<file path="src/rtl/game_pkg.sv">
// -----------------------------------------------------------------------------
// game_pkg
// Shared constants for the game logic running on the clk_ms domain:
//   - 2-bit game state encoding (ready / playing / over)
//   - playfield geometry (pipe slot size, land height, bird X, pipe spawn X)
//   - gap_y(): maps a random byte onto a legal gap-top Y coordinate
// -----------------------------------------------------------------------------
package game_pkg;

    // Game state as carried on the shared 2-bit bus; 3 behaves like ST_OVER.
    localparam logic [1:0] ST_READY = 2'd0;
    localparam logic [1:0] ST_PLAY  = 2'd1;
    localparam logic [1:0] ST_OVER  = 2'd2;

    // Playfield geometry.
    localparam int SLOT_WIDTH  = 60;   // pipe width in pixels
    localparam int SLOT_HEIGHT = 100;  // vertical gap between upper and lower pipe
    localparam int LAND_HEIGHT = 80;   // ground strip height
    localparam int H_POS       = 320;  // bird X; a pipe counts as passed here
    localparam int SPAWN_X     = 740;  // right edge X of a freshly (re)entered pipe

    // Gap-top Y for a new pipe: y_min plus a random byte, 9-bit result.
    function automatic logic [8:0] gap_y(input logic [8:0] y_min, input logic [7:0] rnd);
        return y_min + {1'b0, rnd};
    endfunction

endpackage

</file>
<file path="src/rtl/pipe_ctrl_lfsr16.sv">
// -----------------------------------------------------------------------------
// lfsr16
// Free-running 16-bit Fibonacci LFSR, taps 16,14,13,11 (shift right, new bit
// enters at bit 15). Advances every clock; only rst reloads the seed.
// Ports:
//   clk_ms  in   game clock
//   rst     in   asynchronous, active-high reset (loads SEED)
//   q       out  current LFSR value
// -----------------------------------------------------------------------------
module lfsr16 #(
    parameter logic [15:0] SEED = 16'hACE1
) (
    input  logic        clk_ms,
    input  logic        rst,
    output logic [15:0] q
);

    logic feedback;

    // Tap positions 16,14,13,11 map to bits 0,2,3,5 in the right-shifting form.
    assign feedback = q[0] ^ q[2] ^ q[3] ^ q[5];

    // NOTE: sequential state uses non-blocking assignments so every register
    // samples pre-edge values, matching the hardware regardless of block order.
    always_ff @(posedge clk_ms or posedge rst) begin
        if (rst) begin
            q <= SEED;
        end else begin
            q <= {feedback, q[15:1]};
        end
    end

endmodule

</file>
<file path="src/rtl/pipe_ctrl.sv">
// -----------------------------------------------------------------------------
// pipe_ctrl
// Scrolls two pipes (A and B) right-to-left, respawning them with random gap
// heights, picks the pipe the bird must clear next and counts passes.
// Ports:
//   clk_ms      in   1 kHz game clock
//   rst         in   asynchronous, active-high reset
//   state       in   game state: 0 ready, 1 playing, 2/3 over (freeze)
//   pip1_X/Y    out  right-edge X / gap-top Y of the collision target pipe
//   pip2_X/Y    out  X / Y of the other pipe (render only)
//   pip2_valid  out  other pipe has been launched
//   score       out  passed-pipe count, saturating at SCORE_MAX
//   pass_pulse  out  one-cycle pulse for each pass
// -----------------------------------------------------------------------------
module pipe_ctrl
    import game_pkg::*;
#(
    parameter int SPACING    = 370,
    parameter int SCROLL_DIV = 4,
    parameter int Y_MIN      = 220,
    parameter int INIT_Y     = 348,
    parameter int SCORE_MAX  = 999
) (
    input  logic       clk_ms,
    input  logic       rst,
    input  logic [1:0] state,
    output logic [9:0] pip1_X,
    output logic [8:0] pip1_Y,
    output logic [9:0] pip2_X,
    output logic [8:0] pip2_Y,
    output logic       pip2_valid,
    output logic [9:0] score,
    output logic       pass_pulse
);

    localparam int          DIV_W    = (SCROLL_DIV > 1) ? $clog2(SCROLL_DIV) : 1;
    localparam logic [9:0]  SPAWN_L  = 10'(SPAWN_X);
    localparam logic [9:0]  LAUNCH_L = 10'(SPAWN_X - SPACING);
    localparam logic [9:0]  HPOS_L   = 10'(H_POS);
    localparam logic [9:0]  SMAX_L   = 10'(SCORE_MAX);
    localparam logic [8:0]  YMIN_L   = 9'(Y_MIN);
    localparam logic [8:0]  INITY_L  = 9'(INIT_Y);
    localparam logic [DIV_W-1:0] DIV_LAST = DIV_W'(SCROLL_DIV - 1);

    logic [15:0]      lfsr;
    logic [9:0]       a_x, b_x, a_x_nxt, b_x_nxt;
    logic [8:0]       a_y, b_y, a_y_nxt, b_y_nxt;
    logic             b_active, sel, b_active_nxt, sel_nxt;
    logic [DIV_W-1:0] div_cnt, div_cnt_nxt;
    logic [9:0]       score_nxt;
    logic             pass_nxt;
    logic             step, b_launch;
    logic [8:0]       new_y;

    lfsr16 #(.SEED(16'hACE1)) u_lfsr (
        .clk_ms (clk_ms),
        .rst    (rst),
        .q      (lfsr)
    );

    assign step     = (div_cnt == DIV_LAST);
    assign b_launch = !b_active && (a_x == LAUNCH_L);
    assign new_y    = gap_y(YMIN_L, lfsr[7:0]);

    // NOTE: every variable gets its hold value first so no path through this
    // block leaves one unassigned, which would otherwise infer a latch.
    always_comb begin
        a_x_nxt      = a_x;
        a_y_nxt      = a_y;
        b_x_nxt      = b_x;
        b_y_nxt      = b_y;
        b_active_nxt = b_active;
        sel_nxt      = sel;
        div_cnt_nxt  = div_cnt;
        score_nxt    = score;
        pass_nxt     = 1'b0;

        if (state == ST_READY) begin
            // Hold the reset layout so leaving ready always starts clean.
            a_x_nxt      = SPAWN_L;
            b_x_nxt      = SPAWN_L;
            a_y_nxt      = INITY_L;
            b_y_nxt      = INITY_L;
            b_active_nxt = 1'b0;
            sel_nxt      = 1'b0;
            div_cnt_nxt  = '0;
            score_nxt    = '0;
        end else if (state == ST_PLAY) begin
            div_cnt_nxt = step ? '0 : div_cnt + 1'b1;
            if (step) begin
                // X == 0 reloads, so the decrement never underflows.
                if (a_x == '0) begin
                    a_x_nxt = SPAWN_L;
                    a_y_nxt = new_y;
                end else begin
                    a_x_nxt = a_x - 1'b1;
                end

                if (b_active || b_launch) begin
                    if (b_x == '0) begin
                        b_x_nxt = SPAWN_L;
                        b_y_nxt = new_y;
                    end else begin
                        b_x_nxt = b_x - 1'b1;
                    end
                end
                if (b_launch) begin
                    b_active_nxt = 1'b1;
                    b_y_nxt      = new_y;
                end

                // Pass is judged on the target's post-step X.
                if ((sel ? b_x_nxt : a_x_nxt) == HPOS_L) begin
                    sel_nxt   = !sel;
                    pass_nxt  = 1'b1;
                    score_nxt = (score >= SMAX_L) ? SMAX_L : score + 1'b1;
                end
            end
        end
        // States 2/3 freeze: defaults hold everything, pass_nxt stays low.
    end

    always_ff @(posedge clk_ms or posedge rst) begin
        if (rst) begin
            a_x        <= SPAWN_L;
            b_x        <= SPAWN_L;
            a_y        <= INITY_L;
            b_y        <= INITY_L;
            b_active   <= 1'b0;
            sel        <= 1'b0;
            div_cnt    <= '0;
            score      <= '0;
            pass_pulse <= 1'b0;
        end else begin
            a_x        <= a_x_nxt;
            b_x        <= b_x_nxt;
            a_y        <= a_y_nxt;
            b_y        <= b_y_nxt;
            b_active   <= b_active_nxt;
            sel        <= sel_nxt;
            div_cnt    <= div_cnt_nxt;
            score      <= score_nxt;
            pass_pulse <= pass_nxt;
        end
    end

    assign pip1_X     = sel ? b_x : a_x;
    assign pip1_Y     = sel ? b_y : a_y;
    assign pip2_X     = sel ? a_x : b_x;
    assign pip2_Y     = sel ? a_y : b_y;
    assign pip2_valid = b_active | sel;

endmodule

</file>
<file path="config.mk">
export PLATFORM = sky130hd
export DESIGN_NAME = pipe_ctrl
export DESIGN_NICKNAME = d
export VERILOG_FILES = /design/src/rtl/game_pkg.sv /design/src/rtl/pipe_ctrl_lfsr16.sv /design/src/rtl/pipe_ctrl.sv
export SDC_FILE = /design/constraint.sdc
export NUM_CORES = 1
export LEC_CHECK = 0
export CAP_MARGIN = 20
export CORE_MARGIN = 5
export CORE_UTILIZATION = 50
export DETAILED_ROUTE_END_ITERATION = 6
export GPL_TIMING_DRIVEN = 0
export PLACE_DENSITY_LB_ADDON = 0.3
export SLEW_MARGIN = 10
export SYNTH_ARGS = -nofsm -noshare
export SYNTH_HDL_FRONTEND = slang
export SYNTH_SLANG_ARGS = --single-unit
</file>
<file path="constraint.sdc">
create_clock -name clk_ms -period 4.77 [get_ports clk_ms]
set_clock_uncertainty 0.05 [all_clocks]
set_input_delay 0.954 -clock clk_ms [delete_from_list [all_inputs] [get_ports clk_ms]]
set_output_delay 0.954 -clock clk_ms [all_outputs]
set_load 0.02 [all_outputs]
</file>
==> results of run 1 <==
## cell type report
cell class                      instances  area [µm²]
Buffer                                 22        86.3
Clock buffer                           12         145
Clock inverter                          4        47.5
Fill cell                             626        2870
Inverter                               23        88.8
Multi-Input combinational cell        298        1960
Sequential cell                        69        1760
Tap cell                              102         128
Timing Repair Buffer                   54         558
## through the flow
step	total power, W	instances
floorplan	0.000717	412
global placement	0.000765	567
detailed placement	0.000775	568
CTS	0.00125	584
global route	0.00129	584
finish	0.00124	584
## critical path, delay by kind of cell, from the launching register on
family | cells | cell delay [ps]
buffers and inverters | 4 | 1970
flip-flops | 1 | 320
multiplexers | 1 | 410
## worst max-delay path by stage
stage | slack (ps) | cells past startpoint | end
floorplan | 2070 | 1 | a_x[0]
finish | 720 | 5 | pip2_Y[7]
global route | 570 | 5 | pip2_Y[6]
CTS | 750 | 5 | pip2_Y[7]
detailed placement | 1110 | 5 | pip2_Y[7]
global placement | 940 | 2 | b_y[1]
## report_power, final
| part | switching [W] | internal [W] |
|---|---|---|
| Clock | 0.000222 | 0.000255 |
| Sequential | 0.0000123 | 0.000608 |
| Combinational | 0.0000838 | 0.0000611 |
| Total | 0.000318 | 0.000924 |
## routing by layer
layer | global-route usage | routed length (µm)
met1 | 0.265 | 4360
met2 | 0.346 | 4900
met3 | 0.0364 | 571
met4 | 0.0935 | 238
met5 | 0 | 0
## sequential cells by signal, indices dropped and copies added, names as in the netlist
signal and count:
a_x 10, b_active 1, score 10, b_x 10, pass_pulse 1, sel 1, a_y 9, u_lfsr.q 16
div_cnt 2, b_y 9
## synth_stat cells (3+ instances only)
cell,number
sky130_fd_sc_hd__a21o_1,3
sky130_fd_sc_hd__a21oi_1,22
sky130_fd_sc_hd__a31oi_1,13
sky130_fd_sc_hd__buf_2,3
sky130_fd_sc_hd__clkbuf_1,18
sky130_fd_sc_hd__dfrtp_1,41
sky130_fd_sc_hd__dfstp_2,28
sky130_fd_sc_hd__ha_1,6
sky130_fd_sc_hd__inv_1,23
sky130_fd_sc_hd__mux2_2,34
sky130_fd_sc_hd__nand2_1,29
sky130_fd_sc_hd__nand2b_1,5
sky130_fd_sc_hd__nand3_1,11
sky130_fd_sc_hd__nand3b_1,6
sky130_fd_sc_hd__nor2_1,40
sky130_fd_sc_hd__nor2b_1,4
sky130_fd_sc_hd__nor3_1,11
sky130_fd_sc_hd__nor4_1,5
sky130_fd_sc_hd__o211ai_1,7
sky130_fd_sc_hd__o21ai_0,43
sky130_fd_sc_hd__o31a_1,4
sky130_fd_sc_hd__o31ai_1,8
sky130_fd_sc_hd__or4_1,3
sky130_fd_sc_hd__xnor2_1,6
sky130_fd_sc_hd__xor2_1,3
## cell families after synthesis
group | count (synthesis) | share of synthesized area
buf+inv | 45 | 0.0443
flops | 69 | 0.452
mux | 36 | 0.103
fa+ha+maj | 6 | 0.0193
xor+xnor | 9 | 0.0202
simple gates | 135 | 0.180
compound gates | 112 | 0.180
==> results.yml, run 1 <==
setup_path:
  rr_startpoint: "a_x[0]"
  critPathSlowestCell: "sky130_fd_sc_hd__clkbuf_1"
  cp_data_arrival_time_ps: 3040
  worst_path_most_repeated_cell: "sky130_fd_sc_hd__clkbuf_1"
  r2r.worst_path.cells: 9
  r2r_slack_ps: 1470
  critical-path-max-stage-delay_ps: 580
  crit_chain: "clkbuf_1, clkbuf_1, clkbuf_1, mux2_2, clkdlybuf4s50_1"
  crit_start: "sel"
  crit_type: "reg2out"
  timing.critical_path.from_type: "flop"
  r2r_end: "a_y[8]"
  path_max_fanout: 10
  crit_path_end_kind: "output port"
  worst-endpoint-required_ps: 3770
floorplan:
  initial_utilization: 0.509
  chipWidth_um: 98.3
  die_height_um: 98.3
  placementRows: 32
  core_area_mm2: 0.00765
  ioPinCount: 54
  die_footprint_mm2: 0.00966
synthesis:
  postSynth.topFlopCell: "sky130_fd_sc_hd__dfrtp_1"
  synth_sequential_area_ratio: 0.452
  yosys-top-cells-area: "sky130_fd_sc_hd__dfrtp_1 26%, sky130_fd_sc_hd__dfstp_2 19%, sky130_fd_sc_hd__mux2_2 9.8%, sky130_fd_sc_hd__o21ai_0 5.5%, sky130_fd_sc_hd__nor2_1 3.9%"
  synth_enable_flop_cells: 0
  mappedNetlistNets: 422
  synth_cell_types: 53
  yosys_register_bits: 69
  postSynthAreaPerCell_um2: 9.46
  synth-warning-count: 0
  ys_async_sr_fraction: 1.00
  synthDominantAreaCellType: "sky130_fd_sc_hd__dfrtp_1"
  post_synth_instance_area_mm2: 0.00390
  synth_largest_type_area_fraction: 0.263
  synthesis.instances: 412
routing:
  route.vias.total: 3399
  first_iter_violations: 229
  detail_route.wl_per_cell_um: 17.3
  drc: 0
  via_per_inst: 5.82
  final_antenna_net_count: 0
  routed_wire_length_um: 10100
  detail_route.first_pass.iterations: 5
placed_design:
  place.gp.congestion: 0.840
  io_buffer_count: 53
  dp_slack_ps: 1110
  postPlaceCellArea_mm2: 0.00458
  hpwlAfterDp_um: 6880
finish:
  antennaDiodeCount: 0
  final_nets: 487
  mostFrequentLayoutCells: "53 x sky130_fd_sc_hd__clkdlybuf4s50_1, 43 x sky130_fd_sc_hd__o21ai_0, 41 x sky130_fd_sc_hd__dfrtp_1"
  fin_util: 0.625
  finish.instance_area_mm2: 0.00478
  drive_gt1_frac: 0.199
  layout_commonest_cell: "sky130_fd_sc_hd__clkdlybuf4s50_1"
  areaGrowthSynthToFinish_pct: 22.6
clock_tree:
  num_cts_buffers: 9
  htree_num_levels: 3
  cts_max_path_buffers: 2
  post_cts.repair.setup_buffers: 0
  tritoncts: "built"
  cts_repair_resize_count: 0
  cts.sink_count: 69
  post_cts_hold_buffer_count: 0
  clock_input_transition_at_the_sequential_cells_of_the_worst_setup_and_hold_paths_ps: 70
  cts-root-buf: "sky130_fd_sc_hd__clkbuf_8"
  clk-insertion-delay-late_ps: 340
min_path:
  whs_path_depth: 0
  worst_hold_startpoint: "u_lfsr.q[14]"
  hold-path-endpoint: "u_lfsr.q[13]"
  timing.hold.worst.class: "reg2reg"
status:
  run_status: "complete, no violations"
timing:
  final_hold_slack_ps: 310
  finalWorstSetupSlack_ps: 724
  final-max-slew-violation-count: 0
  setup_repair_after_global_routing_missed_its_margin: "no"
  hold_viol: 0
  setup-violations-final: 0
  worstMarginPinSlew_ps: 874
  setup_total_negative_slack_ps: 0
  final_min_period_over_clock_period: 0.848
  final_period_demand_of_the_worst_path_ps: 4050
  worst_slew_margin_rel: 0.402
  max_freq_mhz: 247
run:
  cap_violations: 0
power:
  power_density_mw_per_mm2: 260
  power.static_leakage_nw: 1.81
  peakVddDrop_uv: 164
grt:
  globalRouteOverflowTotal: 0
  grt_max_degree: 60
  antenna_found_initial: 0
  grt_pass1_wl_um: 16200
  first_global_vias: 3314
  grt_util_all_layers: 0.208
No activity file was read; power rests on OpenSTA's default activity.
==> run 2: changes to the inputs <==
==> constraint.sdc (replaced) <==
create_clock -name clk_ms -period 3.43 [get_ports clk_ms]
set_clock_uncertainty 0.05 [all_clocks]
set_input_delay 0.686 -clock clk_ms [delete_from_list [all_inputs] [get_ports clk_ms]]
set_output_delay 0.686 -clock clk_ms [all_outputs]
set_load 0.02 [all_outputs]
==> results.yml, run 2 (synthesized netlist as in run 1, its figures left out) <==
status:
  run_status: "complete, no violations"
setup_path:
  crit_start: "sel"
  critical-path-max-stage-delay_ps: 620
  rr_startpoint: "b_x[0]"
  worst_path_most_repeated_cell: "sky130_fd_sc_hd__clkbuf_1"
  crit_type: "reg2out"
  critPathSlowestCell: "sky130_fd_sc_hd__clkbuf_1"
  worst-endpoint-required_ps: 2690
  cp_num_buf_inv: 3
  worst_setup_path_endpoint: "pip2_Y[2]"
  timing.critical_path.from_type: "flop"
  r2r_end: "b_y[4]"
  crit_chain: "clkbuf_1, clkbuf_1, mux2_2, clkdlybuf4s50_1"
  cp_data_arrival_time_ps: 2590
  cp_num_cells: 4
  r2r.worst_path.cells: 10
  path_max_fanout: 10
  delay_heaviest_family_cp: "buffers and inverters"
  crit_path_end_kind: "output port"
  r2r_slack_ps: 160
placed_design:
  io_buffer_count: 53
  place.gp.congestion: 0.840
  hpwlAfterDp_um: 6880
clock_tree:
  cts-root-buf: "sky130_fd_sc_hd__clkbuf_8"
  clk-insertion-delay-late_ps: 340
  clock_input_transition_at_the_sequential_cells_of_the_worst_setup_and_hold_paths_ps: 70
  post_cts_hold_buffer_count: 0
  cts.sink_count: 69
  cts_max_path_buffers: 2
  post_cts.repair.setup_buffers: 0
  htree_num_levels: 3
  tritoncts: "built"
  num_cts_buffers: 9
routing:
  via_per_inst: 5.87
  final_antenna_net_count: 0
  detail_route.first_pass.iterations: 5
  route.vias.total: 3429
  first_iter_violations: 243
  detail_route.wl_per_cell_um: 17.3
  drc: 0
  routed_wire_length_um: 10100
grt:
  first_global_vias: 3314
  globalRouteOverflowTotal: 0
  antenna_found_initial: 0
  grt_pass1_wl_um: 16200
  grt_max_degree: 60
  grt_util_all_layers: 0.208
power:
  share_seq_of_total_power: 0.499
  p_switching_w: 0.000444
  power.static_leakage_nw: 1.83
  netSwitchingFraction: 0.257
  power_density_mw_per_mm2: 361
  comb_power_share: 0.117
  peakVddDrop_uv: 226
  power.clock.fraction: 0.384
  power_report.internal_total_w: 0.00128
finish:
  largest_register_ffs: 16
  regArea_mm2: 0.00176
  mostFrequentLayoutCells: "53 x sky130_fd_sc_hd__clkdlybuf4s50_1, 43 x sky130_fd_sc_hd__o21ai_0, 41 x sky130_fd_sc_hd__dfrtp_1"
  drive_gt1_frac: 0.210
  antennaDiodeCount: 0
  final_nets: 487
  regMostFlops: "u_lfsr.q"
  multiInputGateArea_mm2: 0.00197
  areaGrowthSynthToFinish_pct: 22.9
  layout_commonest_cell: "sky130_fd_sc_hd__clkdlybuf4s50_1"
  fillers: 624
timing:
  worst_slew_margin_rel: 0.386
  max_freq_mhz: 300
  final_period_demand_of_the_worst_path_ps: 3330
  final-max-slew-violation-count: 0
  final_min_period_over_clock_period: 0.970
  setup-violations-final: 0
  hold_viol: 0
  worstMarginPinSlew_ps: 913
  final_hold_slack_ps: 309
  setup_total_negative_slack_ps: 0
  setup_repair_after_global_routing_missed_its_margin: "no"
run:
  cap_violations: 0
floorplan:
  initial_utilization: 0.509
  die_height_um: 98.3
  die_footprint_mm2: 0.00966
  ioPinCount: 54
  core_area_mm2: 0.00765
  chipWidth_um: 98.3
  placementRows: 32
min_path:
  timing.hold.worst.class: "reg2reg"
## run 2: cell counts in the layout (fill, tap and decap cells not counted)
Identical to the previous run, type by type.
## run 2: stage by stage
stage	cells	utilization	setup WS (ps)	power (W)	cell area, µm²
6_report	584	0.626	102	0.00173	4790
2_1_floorplan	412	-	813	0.000997	3900
5_1_grt	584	0.626	24.9	0.00179	4790
3_5_place_dp	568	0.599	42.4	0.00108	4580
3_3_place_gp	567	0.596	-135	0.00106	4550
4_1_cts	584	0.625	31.3	0.00174	4780
## run 2: area by class of cell
class / count / share of cell area
flip-flops and latches: 69 / 0.368
clock buffers: 12 / 0.0303
clock inverters: 4 / 0.00993
repair buffers: 54 / 0.117
multi-input cells: 298 / 0.411
plain buffers: 22 / 0.0196
inverters: 23 / 0.0186
well taps: 102 / 0.0267
## run 2: metal layers
layer  vias to the layer above  part of all wire  GRT usage
met3                        23             0.070     0.0364
met2                       144              0.49      0.346
li1                       1610                 -          -
met1                      1652              0.42      0.265
met4                         0             0.025     0.0935
met5                         -                 0          0
## run 2: power by group through the flow
stage	Combinational (W)	Clock, W	Sequential (W)
3_5_place_dp	0.000201	0	0.000876
5_1_grt	0.000220	0.000708	0.000867
4_1_cts	0.000203	0.000675	0.000863
3_3_place_gp	0.000192	0	0.000873
6_report	0.000202	0.000663	0.000863
2_1_floorplan	0.000127	0	0.000871
## run 2: repair_timing
item	in CTS	in global routing
gates cloned	0	0
setup endpoints to repair	11	25
pin swaps	0	0
resized for setup	2	7
## run 2: worst min path at each step
stage                 startpoint            to  slack [ps]  depth (start not counted)
floorplan            u_lfsr.q[9]   u_lfsr.q[8]         280                          0
global placement    u_lfsr.q[12]  u_lfsr.q[11]         290                          0
detailed placement  u_lfsr.q[14]  u_lfsr.q[13]         290                          0
CTS                 u_lfsr.q[11]  u_lfsr.q[10]         310                          0
global route        u_lfsr.q[11]  u_lfsr.q[10]         310                          0
finish              u_lfsr.q[11]  u_lfsr.q[10]         310                          0
==> run 3: changes to the inputs <==
--- a/config.mk
+++ b/config.mk
@@ -8,9 +8,11 @@
 export CAP_MARGIN = 20
 export CORE_MARGIN = 5
 export CORE_UTILIZATION = 50
+export CTS_CLUSTER_DIAMETER = 100
 export DETAILED_ROUTE_END_ITERATION = 6
 export GPL_TIMING_DRIVEN = 0
 export PLACE_DENSITY_LB_ADDON = 0.3
+export SKIP_LAST_GASP = 1
 export SLEW_MARGIN = 10
 export SYNTH_ARGS = -nofsm -noshare
 export SYNTH_HDL_FRONTEND = slang
==> results.yml, run 3 (synthesized netlist as in run 1, its figures left out) <==
power:
  share_seq_of_total_power: 0.500
  netSwitchingFraction: 0.256
  power_report.internal_total_w: 0.00128
  power_density_mw_per_mm2: 361
  comb_power_share: 0.117
  power.clock.fraction: 0.383
  p_switching_w: 0.000442
  power.static_leakage_nw: 1.83
  peakVddDrop_uv: 228
grt:
  grt_max_degree: 60
  antenna_found_initial: 0
  grt_pass1_wl_um: 16200
  grt_util_all_layers: 0.208
  first_global_vias: 3314
  globalRouteOverflowTotal: 0
floorplan:
  core_area_mm2: 0.00765
  die_height_um: 98.3
  placementRows: 32
  die_footprint_mm2: 0.00966
  ioPinCount: 54
  initial_utilization: 0.509
  chipWidth_um: 98.3
finish:
  layout_commonest_cell: "sky130_fd_sc_hd__clkdlybuf4s50_1"
  areaGrowthSynthToFinish_pct: 22.8
  mostFrequentLayoutCells: "53 x sky130_fd_sc_hd__clkdlybuf4s50_1, 43 x sky130_fd_sc_hd__o21ai_0, 41 x sky130_fd_sc_hd__dfrtp_1"
  final_nets: 487
  largest_register_ffs: 16
  finish.instance_area_mm2: 0.00479
  drive_gt1_frac: 0.210
  regMostFlops: "u_lfsr.q"
  fin_util: 0.626
  antennaDiodeCount: 0
run:
  cap_violations: 0
clock_tree:
  cts.sink_count: 69
  htree_num_levels: 3
  clk-insertion-delay-late_ps: 340
  post_cts_hold_buffer_count: 0
  clock_input_transition_at_the_sequential_cells_of_the_worst_setup_and_hold_paths_ps: 70
  cts-root-buf: "sky130_fd_sc_hd__clkbuf_8"
  post_cts.repair.setup_buffers: 0
  num_cts_buffers: 9
  cts_max_path_buffers: 2
  tritoncts: "built"
setup_path:
  crit_start: "sel"
  worst_setup_path_endpoint: "pip2_Y[7]"
  path_max_fanout: 10
  worst-endpoint-required_ps: 2690
  r2r_end: "b_y[4]"
  r2r.worst_path.cells: 10
  crit_type: "reg2out"
  timing.critical_path.from_type: "flop"
  r2r_slack_ps: 180
  crit_path_end_kind: "output port"
  rr_startpoint: "b_x[0]"
  cp_data_arrival_time_ps: 2630
timing:
  setup-violations-final: 0
  worst_slew_margin_rel: 0.383
  setup_repair_after_global_routing_missed_its_margin: "yes"
  final-max-slew-violation-count: 0
  max_freq_mhz: 297
  hold_viol: 0
  final_period_demand_of_the_worst_path_ps: 3370
  final_min_period_over_clock_period: 0.982
  worstMarginPinSlew_ps: 918
placed_design:
  postPlaceCellArea_mm2: 0.00458
  io_buffer_count: 53
  place.gp.congestion: 0.840
  hpwlAfterDp_um: 6880
status:
  run_status: "complete, no violations"
routing:
  drc: 0
  routed_wire_length_um: 10000
  detail_route.wl_per_cell_um: 17.1
  first_iter_violations: 205
  final_antenna_net_count: 0
  route.vias.total: 3404
  via_per_inst: 5.83
  detail_route.first_pass.iterations: 5
min_path:
  whs_path_depth: 0
  timing.hold.worst.class: "reg2reg"
## run 3: cell count changes in the layout (fill, tap and decap cells not counted), sizes merged
cell,delta
clkbuf,-1
buf,+1
## run 3: power by group through the flow
stage | Combinational (W) | Clock [W] | Sequential, W
final | 0.000202 | 0.000661 | 0.000862
after detailed placement | 0.000201 | 0 | 0.000876
after global placement | 0.000192 | 0 | 0.000873
after global routing | 0.000220 | 0.000708 | 0.000867
after floorplan | 0.000127 | 0 | 0.000871
after CTS | 0.000203 | 0.000675 | 0.000863
## run 3: area by class of cell
type,count,area [µm²]
inverters,23,88.8
fillers,623,2860
clock inverters,4,47.5
well taps,102,128
clock buffers,12,145
repair buffers,54,558
flip-flops and latches,69,1760
plain buffers,22,91.3
multi-input cells,298,1970
## run 3: routing by layer
layer	up-vias	GRT usage	part of all wire
met3	19	0.0364	0.059
met4	0	0.0935	0.024
met1	1644	0.265	0.43
li1	1612	-	-
met2	129	0.346	0.49
met5	-	0	0
## run 3: through the flow
step	hold WS, ps	cells	total power, W	worst slack, ps	TNS, ps
2_1_floorplan	281	412	0.000997	813	0
4_1_cts	312	584	0.00174	31.3	0
6_report	310	584	0.00173	62.0	0
3_5_place_dp	289	568	0.00108	42.4	0
3_3_place_gp	290	567	0.00106	-135	-5360
5_1_grt	308	584	0.00179	-32.1	-52.7
## run 3: timing repair
item,CTS,global route
cloned,0,0
pin swaps,0,0
resized for setup,2,6
endpoints found under the setup margin,11,25
hold endpoints to repair,0,0
## run 3: critical path, stage by stage, from the launching register on
cell                              delay (ps)
sky130_fd_sc_hd__dfrtp_1                 320
sky130_fd_sc_hd__clkbuf_1                340
sky130_fd_sc_hd__buf_2                   380
sky130_fd_sc_hd__clkbuf_2                340
sky130_fd_sc_hd__mux2_2                  380
sky130_fd_sc_hd__clkdlybuf4s50_1         540
## run 3: worst min path at each step
stage	start	to	slack, ps
CTS	u_lfsr.q[11]	u_lfsr.q[10]	310
floorplan	u_lfsr.q[9]	u_lfsr.q[8]	280
finish	u_lfsr.q[11]	u_lfsr.q[10]	310
global route	u_lfsr.q[11]	u_lfsr.q[10]	310
global placement	u_lfsr.q[12]	u_lfsr.q[11]	290
detailed placement	u_lfsr.q[14]	u_lfsr.q[13]	290
